### src/rtl/program_encoder.sv
`default_nettype none
// ============================================================================
// Module   : program_encoder
// Purpose  : Packs decoded ARMv4 instruction fields into 32-bit words and
//            writes them to consecutive instruction-memory word addresses.
//            Data-processing immediates may be given as a 32-bit constant.
//            The block then searches for the rot/imm8 encoding of that
//            constant.
// Ports    : clk, rst (async, active-high)
//            start, base_addr        - session control
//            in_valid/in_ready, in_* - instruction field handshake
//            mem_we/mem_ready, mem_addr, mem_wdata - ready-gated write port
//            busy, done, err, err_code, count     - status
// Revision : 1.0 - initial release
// ============================================================================
module program_encoder #(
  parameter int ADDR_W = 8
) (
  input  logic              clk,
  input  logic              rst,
  input  logic              start,
  input  logic [ADDR_W-1:0] base_addr,
  input  logic              in_valid,
  output logic              in_ready,
  input  logic [3:0]        in_cond,
  input  logic [1:0]        in_op,
  input  logic [5:0]        in_funct,
  input  logic [3:0]        in_rn,
  input  logic [3:0]        in_rd,
  input  logic [11:0]       in_src2,
  input  logic [23:0]       in_imm24,
  input  logic              in_use_imm32,
  input  logic [31:0]       in_imm32,
  input  logic              in_last,
  output logic              mem_we,
  output logic [ADDR_W-1:0] mem_addr,
  output logic [31:0]       mem_wdata,
  input  logic              mem_ready,
  output logic              busy,
  output logic              done,
  output logic              err,
  output logic [1:0]        err_code,
  output logic [ADDR_W:0]   count
);

  localparam logic [2:0] S_IDLE   = 3'd0;
  localparam logic [2:0] S_ACCEPT = 3'd1;
  localparam logic [2:0] S_SEARCH = 3'd2;
  localparam logic [2:0] S_WRITE  = 3'd3;
  localparam logic [2:0] S_DONE   = 3'd4;
  localparam logic [2:0] S_ERROR  = 3'd5;

  localparam logic [1:0] c_ERR_OP   = 2'b01;
  localparam logic [1:0] c_ERR_IMM  = 2'b10;
  localparam logic [1:0] c_ERR_ADDR = 2'b11;

  logic [2:0]        r_state;
  logic [2:0]        w_next;
  logic [ADDR_W-1:0] r_addr;
  logic [ADDR_W:0]   r_count;
  logic [31:0]       r_wdata;
  logic [31:0]       r_imm32;
  logic              r_last;
  logic [3:0]        r_rot;
  logic              r_err;
  logic [1:0]        r_err_code;

  logic              w_bad_op;
  logic              w_do_search;
  logic [5:0]        w_funct;
  logic [31:0]       w_pack;
  logic [63:0]       w_dbl;
  logic [31:0]       w_rol;
  logic              w_hit;
  logic              w_addr_max;

  // Branch form needs funct[5] set (B/BL); op 11 has no encoding here.
  assign w_bad_op    = (in_op == 2'b11) || ((in_op == 2'b10) && !in_funct[5]);
  assign w_do_search = in_use_imm32 && (in_op == 2'b00);
  // A searched constant always becomes an immediate operand, so force the I bit.
  assign w_funct     = w_do_search ? {1'b1, in_funct[4:0]} : in_funct;
  assign w_pack      = (in_op == 2'b10) ?
                       {in_cond, 2'b10, in_funct[5:4], in_imm24} :
                       {in_cond, in_op, w_funct, in_rn, in_rd, in_src2};

  // Rotate-left by 2r: the upper half of a doubled word shifted left.
  assign w_dbl      = {r_imm32, r_imm32} << {r_rot, 1'b0};
  assign w_rol      = w_dbl[63:32];
  assign w_hit      = (w_rol[31:8] == 24'd0);
  assign w_addr_max = &r_addr;

  // State register
  always_ff @(posedge clk or posedge rst) begin
    if (rst) begin
      r_state <= S_IDLE;
    end else begin
      r_state <= w_next;
    end
  end

  // Next-state logic
  always_comb begin
    w_next = r_state;
    case (r_state)
      S_IDLE:   if (start) w_next = S_ACCEPT;
      S_ACCEPT: begin
        if (in_valid) begin
          if (w_bad_op)         w_next = S_ERROR;
          else if (w_do_search) w_next = S_SEARCH;
          else                  w_next = S_WRITE;
        end
      end
      S_SEARCH: begin
        if (w_hit)                w_next = S_WRITE;
        else if (r_rot == 4'd15)  w_next = S_ERROR;
      end
      S_WRITE: begin
        if (mem_ready) begin
          if (r_last)          w_next = S_DONE;
          else if (w_addr_max) w_next = S_ERROR;
          else                 w_next = S_ACCEPT;
        end
      end
      S_DONE:   w_next = S_IDLE;
      S_ERROR:  if (start) w_next = S_ACCEPT;
      default:  w_next = S_IDLE;
    endcase
  end

  // State-decoded outputs
  always_comb begin
    in_ready = (r_state == S_ACCEPT);
    mem_we   = (r_state == S_WRITE);
    busy     = (r_state != S_IDLE);
    done     = (r_state == S_DONE);
  end

  // Datapath registers
  always_ff @(posedge clk or posedge rst) begin
    if (rst) begin
      r_addr     <= '0;
      r_count    <= '0;
      r_wdata    <= '0;
      r_imm32    <= '0;
      r_last     <= 1'b0;
      r_rot      <= 4'd0;
      r_err      <= 1'b0;
      r_err_code <= 2'b00;
    end else begin
      case (r_state)
        S_IDLE, S_ERROR: begin
          if (start) begin
            r_addr     <= base_addr;
            r_count    <= '0;
            r_err      <= 1'b0;
            r_err_code <= 2'b00;
          end
        end
        S_ACCEPT: begin
          if (in_valid) begin
            r_wdata <= w_pack;
            r_imm32 <= in_imm32;
            r_last  <= in_last;
            r_rot   <= 4'd0;
            if (w_bad_op) begin
              r_err      <= 1'b1;
              r_err_code <= c_ERR_OP;
            end
          end
        end
        S_SEARCH: begin
          if (w_hit) begin
            r_wdata[11:0] <= {r_rot, w_rol[7:0]};
          end else if (r_rot == 4'd15) begin
            r_err      <= 1'b1;
            r_err_code <= c_ERR_IMM;
          end else begin
            r_rot <= r_rot + 4'd1;
          end
        end
        S_WRITE: begin
          if (mem_ready) begin
            r_count <= r_count + {{ADDR_W{1'b0}}, 1'b1};
            if (!r_last) begin
              if (w_addr_max) begin
                r_err      <= 1'b1;
                r_err_code <= c_ERR_ADDR;
              end else begin
                r_addr <= r_addr + {{(ADDR_W-1){1'b0}}, 1'b1};
              end
            end
          end
        end
        default: ;
      endcase
    end
  end

  assign mem_addr  = r_addr;
  assign mem_wdata = r_wdata;
  assign count     = r_count;
  assign err       = r_err;
  assign err_code  = r_err_code;

endmodule
`default_nettype wire

### config.mk
export PLATFORM = sky130hd
export DESIGN_NAME = program_encoder
export DESIGN_NICKNAME = d
export VERILOG_FILES = /design/src/rtl/program_encoder.sv
export SDC_FILE = /design/constraint.sdc
export NUM_CORES = 1
export LEC_CHECK = 0
export BUFFER_PORTS_ARGS = -buffer_cell sky130_fd_sc_hd__buf_4
export CAP_MARGIN = 20
export CELL_PAD_IN_SITES_DETAIL_PLACEMENT = 0
export CELL_PAD_IN_SITES_GLOBAL_PLACEMENT = 1
export CORE_UTILIZATION = 36
export DETAILED_ROUTE_END_ITERATION = 12
export PLACE_DENSITY_LB_ADDON = 0.1
export SYNTH_ARGS = -nofsm -noshare
export SYNTH_HDL_FRONTEND = slang
export SYNTH_SLANG_ARGS = --single-unit
### constraint.sdc
create_clock -name clk -period 2.95 [get_ports clk]
set_clock_uncertainty 0.2 [all_clocks]
set_input_delay 0.59 -clock clk [delete_from_list [all_inputs] [get_ports clk]]
set_output_delay 0.59 -clock clk [all_outputs]
set_load 0.005 [all_outputs]
# Word level (Yosys, flattened, before mapping)
# Index checks and enable logic that the tools add are counted.
dict set report totals {
  ramBits 0
  romBits 0
  word_cells 99
  regBits 92
  latchBits 0
  inputBits 103
  n_memories 0
  output_inout_bits 56
}
dict set report classes {
  magnitude_cmp 0
  mux 45
  reduce_logical 20
  n_shift 1
  n_eq_ne 20
  div_mod_pow 0
  mul 0
  bitwise_logic 0
  n_addsub 3
}
# cell n
set ops {}
lappend ops {{<< shifter 64 x 5 -> 64 bit} 1}
lappend ops {{2-to-1 mux 8 bit} 4}
lappend ops {{2-to-1 mux 28 bit} 1}
lappend ops {{zero test 24 bit} 1}
lappend ops {{2-to-1 mux 12 bit} 2}
lappend ops {{2-to-1 mux 3 bit} 8}
lappend ops {{one-hot mux 12 bit (2 select lines)} 1}
lappend ops {{2-to-1 mux 9 bit} 2}
lappend ops {{one-hot mux 9 bit (2 select lines)} 1}
lappend ops {{2-to-1 mux 2 bit} 8}
lappend ops {{one-hot mux 8 bit (2 select lines)} 1}
lappend ops {{inequality test 2 bit (second input constant)} 7}
lappend ops {{2-to-1 mux 4 bit} 3}
lappend ops {{one-hot mux 3 bit (4 select lines)} 1}
lappend ops {{adder 9 x 1 -> 9 bit (second input constant)} 1}
lappend ops {{2-to-1 mux 1 bit} 9}
lappend ops {{AND reduction 9 bit} 1}
lappend ops {{adder 8 x 1 -> 8 bit (second input constant)} 1}
lappend ops {{inequality test 2 x 1 -> 1 bit (second input constant)} 4}
lappend ops {{one-hot mux 2 bit (4 select lines)} 1}
lappend ops {{one-hot mux 4 bit (2 select lines)} 1}
lappend ops {{AND reduction 4 bit} 2}
lappend ops {{AND reduction 8 bit} 1}
lappend ops {{== test 3 x 2 -> 1 bit (second input constant)} 2}
lappend ops {{other kinds (20)} 25}

# Longest topological paths before layout
dict set report depth {
  ltp_word 6
  mapped_depth 12
  depth_no_buf 8
}

# Least setup slack after synthesis
# No wires, ideal clock.
dict set report synth_path {
  path_type {register to register}
  from {register r_rot[0]}
  to {register r_wdata[0], in the netlist mem_wdata[0]}
  setup_time_ns 0.125
  path_buffers 3
  required_ns 2.625
  arrival_time_ns 2.426
  stages_incl_launch_ff 11
  period_less_slack_ns 2.752
  slack_ns 0.198
  path_cell_list {dfrtp_1 buf_6 buf_6 or3_1 a2111o_1 a31oi_1 nor3_1 nor3_4 a31oi_4 buf_6 mux2_4}
}
dict set report synth_between {
  elab_chain_len 4
  elab_cells_between_ends 6
  classes_between {eq/ne (1); shift (1); mux (2); reduce/logical (2)}
}
# element line_no
set synth_rtl {}
lappend synth_rtl {{start: declaration} 64} ;# logic [3:0] r_rot;
lappend synth_rtl {{start signal: assignment} 178} ;# r_rot <= r_rot + 4'd1;
lappend synth_rtl {{<< shifter 64 x 5 -> 64 bit (*)} 87} ;# assign w_dbl = {r_imm32, r_imm32} << {r_rot, 1'b0};
lappend synth_rtl {{zero test 24 bit} 89} ;# assign w_hit = (w_rol[31:8] == 24'd0);
lappend synth_rtl {{inequality test 2 bit (no source line)} n/a}
lappend synth_rtl {{AND reduction 3 bit (no source line)} n/a}
lappend synth_rtl {{end signal: assignment} 161} ;# r_wdata <= w_pack;
lappend synth_rtl {{end signal: assignment} 173} ;# r_wdata[11:0] <= {r_rot, w_rol[7:0]};
lappend synth_rtl {{end: declaration} 61} ;# logic [31:0] r_wdata;
# Mark *: on every way between the ends. The rest lies on a longest branch, timed or not. The select of a mux whose other input is x is not followed.
# A chain may end at the register's enable or synchronous reset.

# Worst setup path in the final report
dict set report layout_path {
  from {register r_rot[0]}
  to {register r_wdata[7], in the netlist mem_wdata[7]}
}
# Same word-level chain as after synthesis.

==> impl_metrics.csv <==
group,metric,value,unit
run_status,outcome,"finished clean",
setup_path,cp.arrival,2.94,ns
power_and_ir_drop,powerDensity,1057,mW/mm²
synthesis,synth_top_area_cell,"dfrtp_1",
synthesis,async_flop_share,1.000,
setup_path,critPathMaxFanout,12,
clock_network,clock_latency,0.36,ns
sta,setup_viol,0,
clock_network,cts_tree,"done",
sta,hold_viol_final,0,
floorplanning,coreArea,0.01670,mm²
clock_network,cts.clk_slew.worst_paths,0.08,ns
setup_path,required,2.99,ns
synthesis,netlist_area,0.006186,mm²
sta,fin_crit_sh,0.9831,
clock_network,root_buffer,"clkbuf_16",
sta,slew_headroom,0.5025,
flow_run,cap_violations,0,
floorplanning,die_w,133.1,µm
clock_network,ctsHoldBuffers,0,
drt,first_pass_iters,4,
placed_design,gp_congestion,0.9685,
grt,antenna_found_initial,0,
synthesis,synth_edf_count,0,
clock_network,clock_path_buffers,2,
floorplanning,fp.dieArea,0.01771,mm²
synthesis,synthFlopType,"dfrtp_1",
finish,num_antenna_cells,0,
sta,finalCriticalPeriod,2.900,ns
drt,dr_total_vias,6165,
drt,drc,0,
synthesis,postSynthAreaPerCell,8.700,µm²
finish,final_net_count,1020,
power_and_ir_drop,finalPower,9.079,mW
floorplanning,rows,47,
worst_hold_path,holdCritPathClass,"in2async",
grt,first_global_vias,6223,
drt,vias_per_cell,5.413,
grt,grt_max_degree,68,
sta,grt_setup_unrepaired,"yes",
synthesis,synth_area_leaders,"dfrtp_1 37%, nand2_1 9.0%, mux2i_1 7.1%",
synthesis,synthCells,711,
drt,wl_per_cell,18.83,µm
setup_path,worstSetupPathType,"reg2reg",
placed_design,dpl.hpwl,16.23,mm
setup_path,endpoint_kind,"register",
drt,wl,21.45,mm
sta,drv_slew,0,
synthesis,yosysWarnings,0,
power_and_ir_drop,peakVddDrop,0.4005,mV
synthesis,syn_nets,817,
synthesis,yosysTopAreaCellShare,0.3722,
synthesis,yosysMostFrequentCell,"nand2_1",
floorplanning,die_height,133.1,µm
floorplanning,start_util,0.3704,
drt,drtAntennaViolNets,0,
setup_path,start_kind,"register",
finish,drive_gt1_frac,0.3645,
drt,initialDrtViolationCount,381,
sta,tns,0,ns
synthesis,synth.distinct_cells,66,
clock_network,cts_sinks,92,
sta,fmax,344.8,MHz
placed_design,io_buffers,158,
grt,grt_usage,0.2466,
synthesis,synthTopCellsByCount,"148 x nand2_1, 92 x dfrtp_1, 58 x nor2_1, 56 x a21oi_1, 44 x mux2i_1",
power_and_ir_drop,leakagePower,3.919,nW
synthesis,ys_ff_latch,92,
sta,worst_hold_slack,0.1580,ns
floorplanning,ios,159,
clock_network,cts_htree_levels,3,
synthesis,synth-seq-area-share,0.3722,
sta,tightest_slew,0.7447,ns
grt,grt_overflow,0,
grt,grt_pass1_wl,33.81,mm
finish,area_growth,38.90,%
clock_network,numCtsBuffers,9,
-- sequential cells by signal, indices dropped and copies added (netlist names) --
register and flops:
r_imm32 32, err 1, mem_wdata 32, r_last 1, err_code 2, r_rot 4
mem_addr 8, r_state 3, count 9
-- metrics by stage --
stage | instances | utilization | setup WS [ns] | cell area [µm²]
6_report | 1139 | 0.5145 | 0.05000 | 8592
4_1_cts | 1139 | 0.5070 | -0.009717 | 8468
5_1_grt | 1139 | 0.5145 | -0.05385 | 8592
3_3_place_gp | 1122 | 0.4880 | -0.1678 | 8150
3_5_place_dp | 1122 | 0.4880 | -0.1345 | 8150
2_1_floorplan | 711 | - | 0.1984 | 6190
-- layout by cell type (no fill, tap or decap), types with 4 or more instances in the layout --
cell type	instances
and3_1	4
mux2i_1	41
nand2_1	148
o21ai_0	40
a31oi_1	7
nor3_1	28
clkbuf_16	9
mux2_4	10
nor2b_1	8
buf_12	8
xor2_1	7
mux4_2	18
nor4_1	5
mux2_2	14
nand3_1	11
a2111oi_2	4
dfrtp_1	90
nor2_1	58
or3_1	4
nor3b_1	7
inv_1	14
o22ai_1	6
a21oi_1	55
buf_4	239
a211oi_1	5
-- final cells by class --
class	instances	area, µm²
inverter	16	63.81
multi-input combinational	547	3697
tap	220	275.3
fill	1613	8109
timing repair buffer	248	1966
sequential	92	2305
clock buffer	10	229.0
clock inverter	6	56.30
-- report_power, final --
part,internal (mW),total [mW],switching [mW],leakage [nW]
clock network,0.592,1.14,0.550,0.138
registers,1.82,2.65,0.833,1.13
logic,2.69,5.29,2.59,2.65
-- critical path, cell delays in order, from the launching register on --
cell	delay, ns
dfrtp_2	0.44
buf_4	0.17
nand2b_1	0.15
or4b_2	0.62
a31oi_1	0.18
nor3_1	0.06
buf_4	0.14
nor3_4	0.22
a31oi_4	0.12
buf_12	0.17
mux2_4	0.30
-- path summary, 6_finish.rpt --
kind                       cells after the start                      start                        end  slack (ns)
min in group clk                               3                in_imm32[2]     r_imm32[2]$_DFFE_PP0P_        0.22
max reg2reg                                   10       r_rot[0]$_DFFE_PP0P_   mem_wdata[7]$_DFFE_PP0P_        0.05
max                                           10       r_rot[0]$_DFFE_PP0P_   mem_wdata[7]$_DFFE_PP0P_        0.05
min                                            2                        rst       count[5]$_DFFE_PP0P_        0.16
max in group asynchronous                      3                        rst    r_imm32[25]$_DFFE_PP0P_        1.66
min reg2reg                                    2  mem_wdata[27]$_DFFE_PP0P_  mem_wdata[27]$_DFFE_PP0P_        0.29
-- what timing repair did --
| action | 4_1_cts | 5_1_grt |
|---|---|---|
| setup endpoints to repair | 17 | 21 |
| pin swaps | 5 | 5 |
| endpoints found under the hold margin | 0 | 0 |
| resized for setup | 3 | 27 |
| setup buffers | 1 | 0 |
-- logic make-up (layout without fill, tap and decap cells) --
kind of cell,Yosys count,count (layout),share of synthesized area
AND/OR/NAND/NOR,294,294,0.2124
XOR/XNOR,8,8,0.01133
flip-flops,92,92,0.3722
buffers and inverters,72,280,0.05279
multiplexers,86,86,0.1865
adder cells (fa/ha/maj),3,3,0.006069
AO/OA/AOI/OAI,156,156,0.1588
-- layer usage --
metal  wire (µm)  GRT usage  vias up
met2       10080     0.3912      223
met4         681     0.1047        0
met1        9187     0.3178     2946
met3        1504    0.06284       49
met5           0          0        -
li1            -          -     2947
Power figures use the tool's default switching activity.
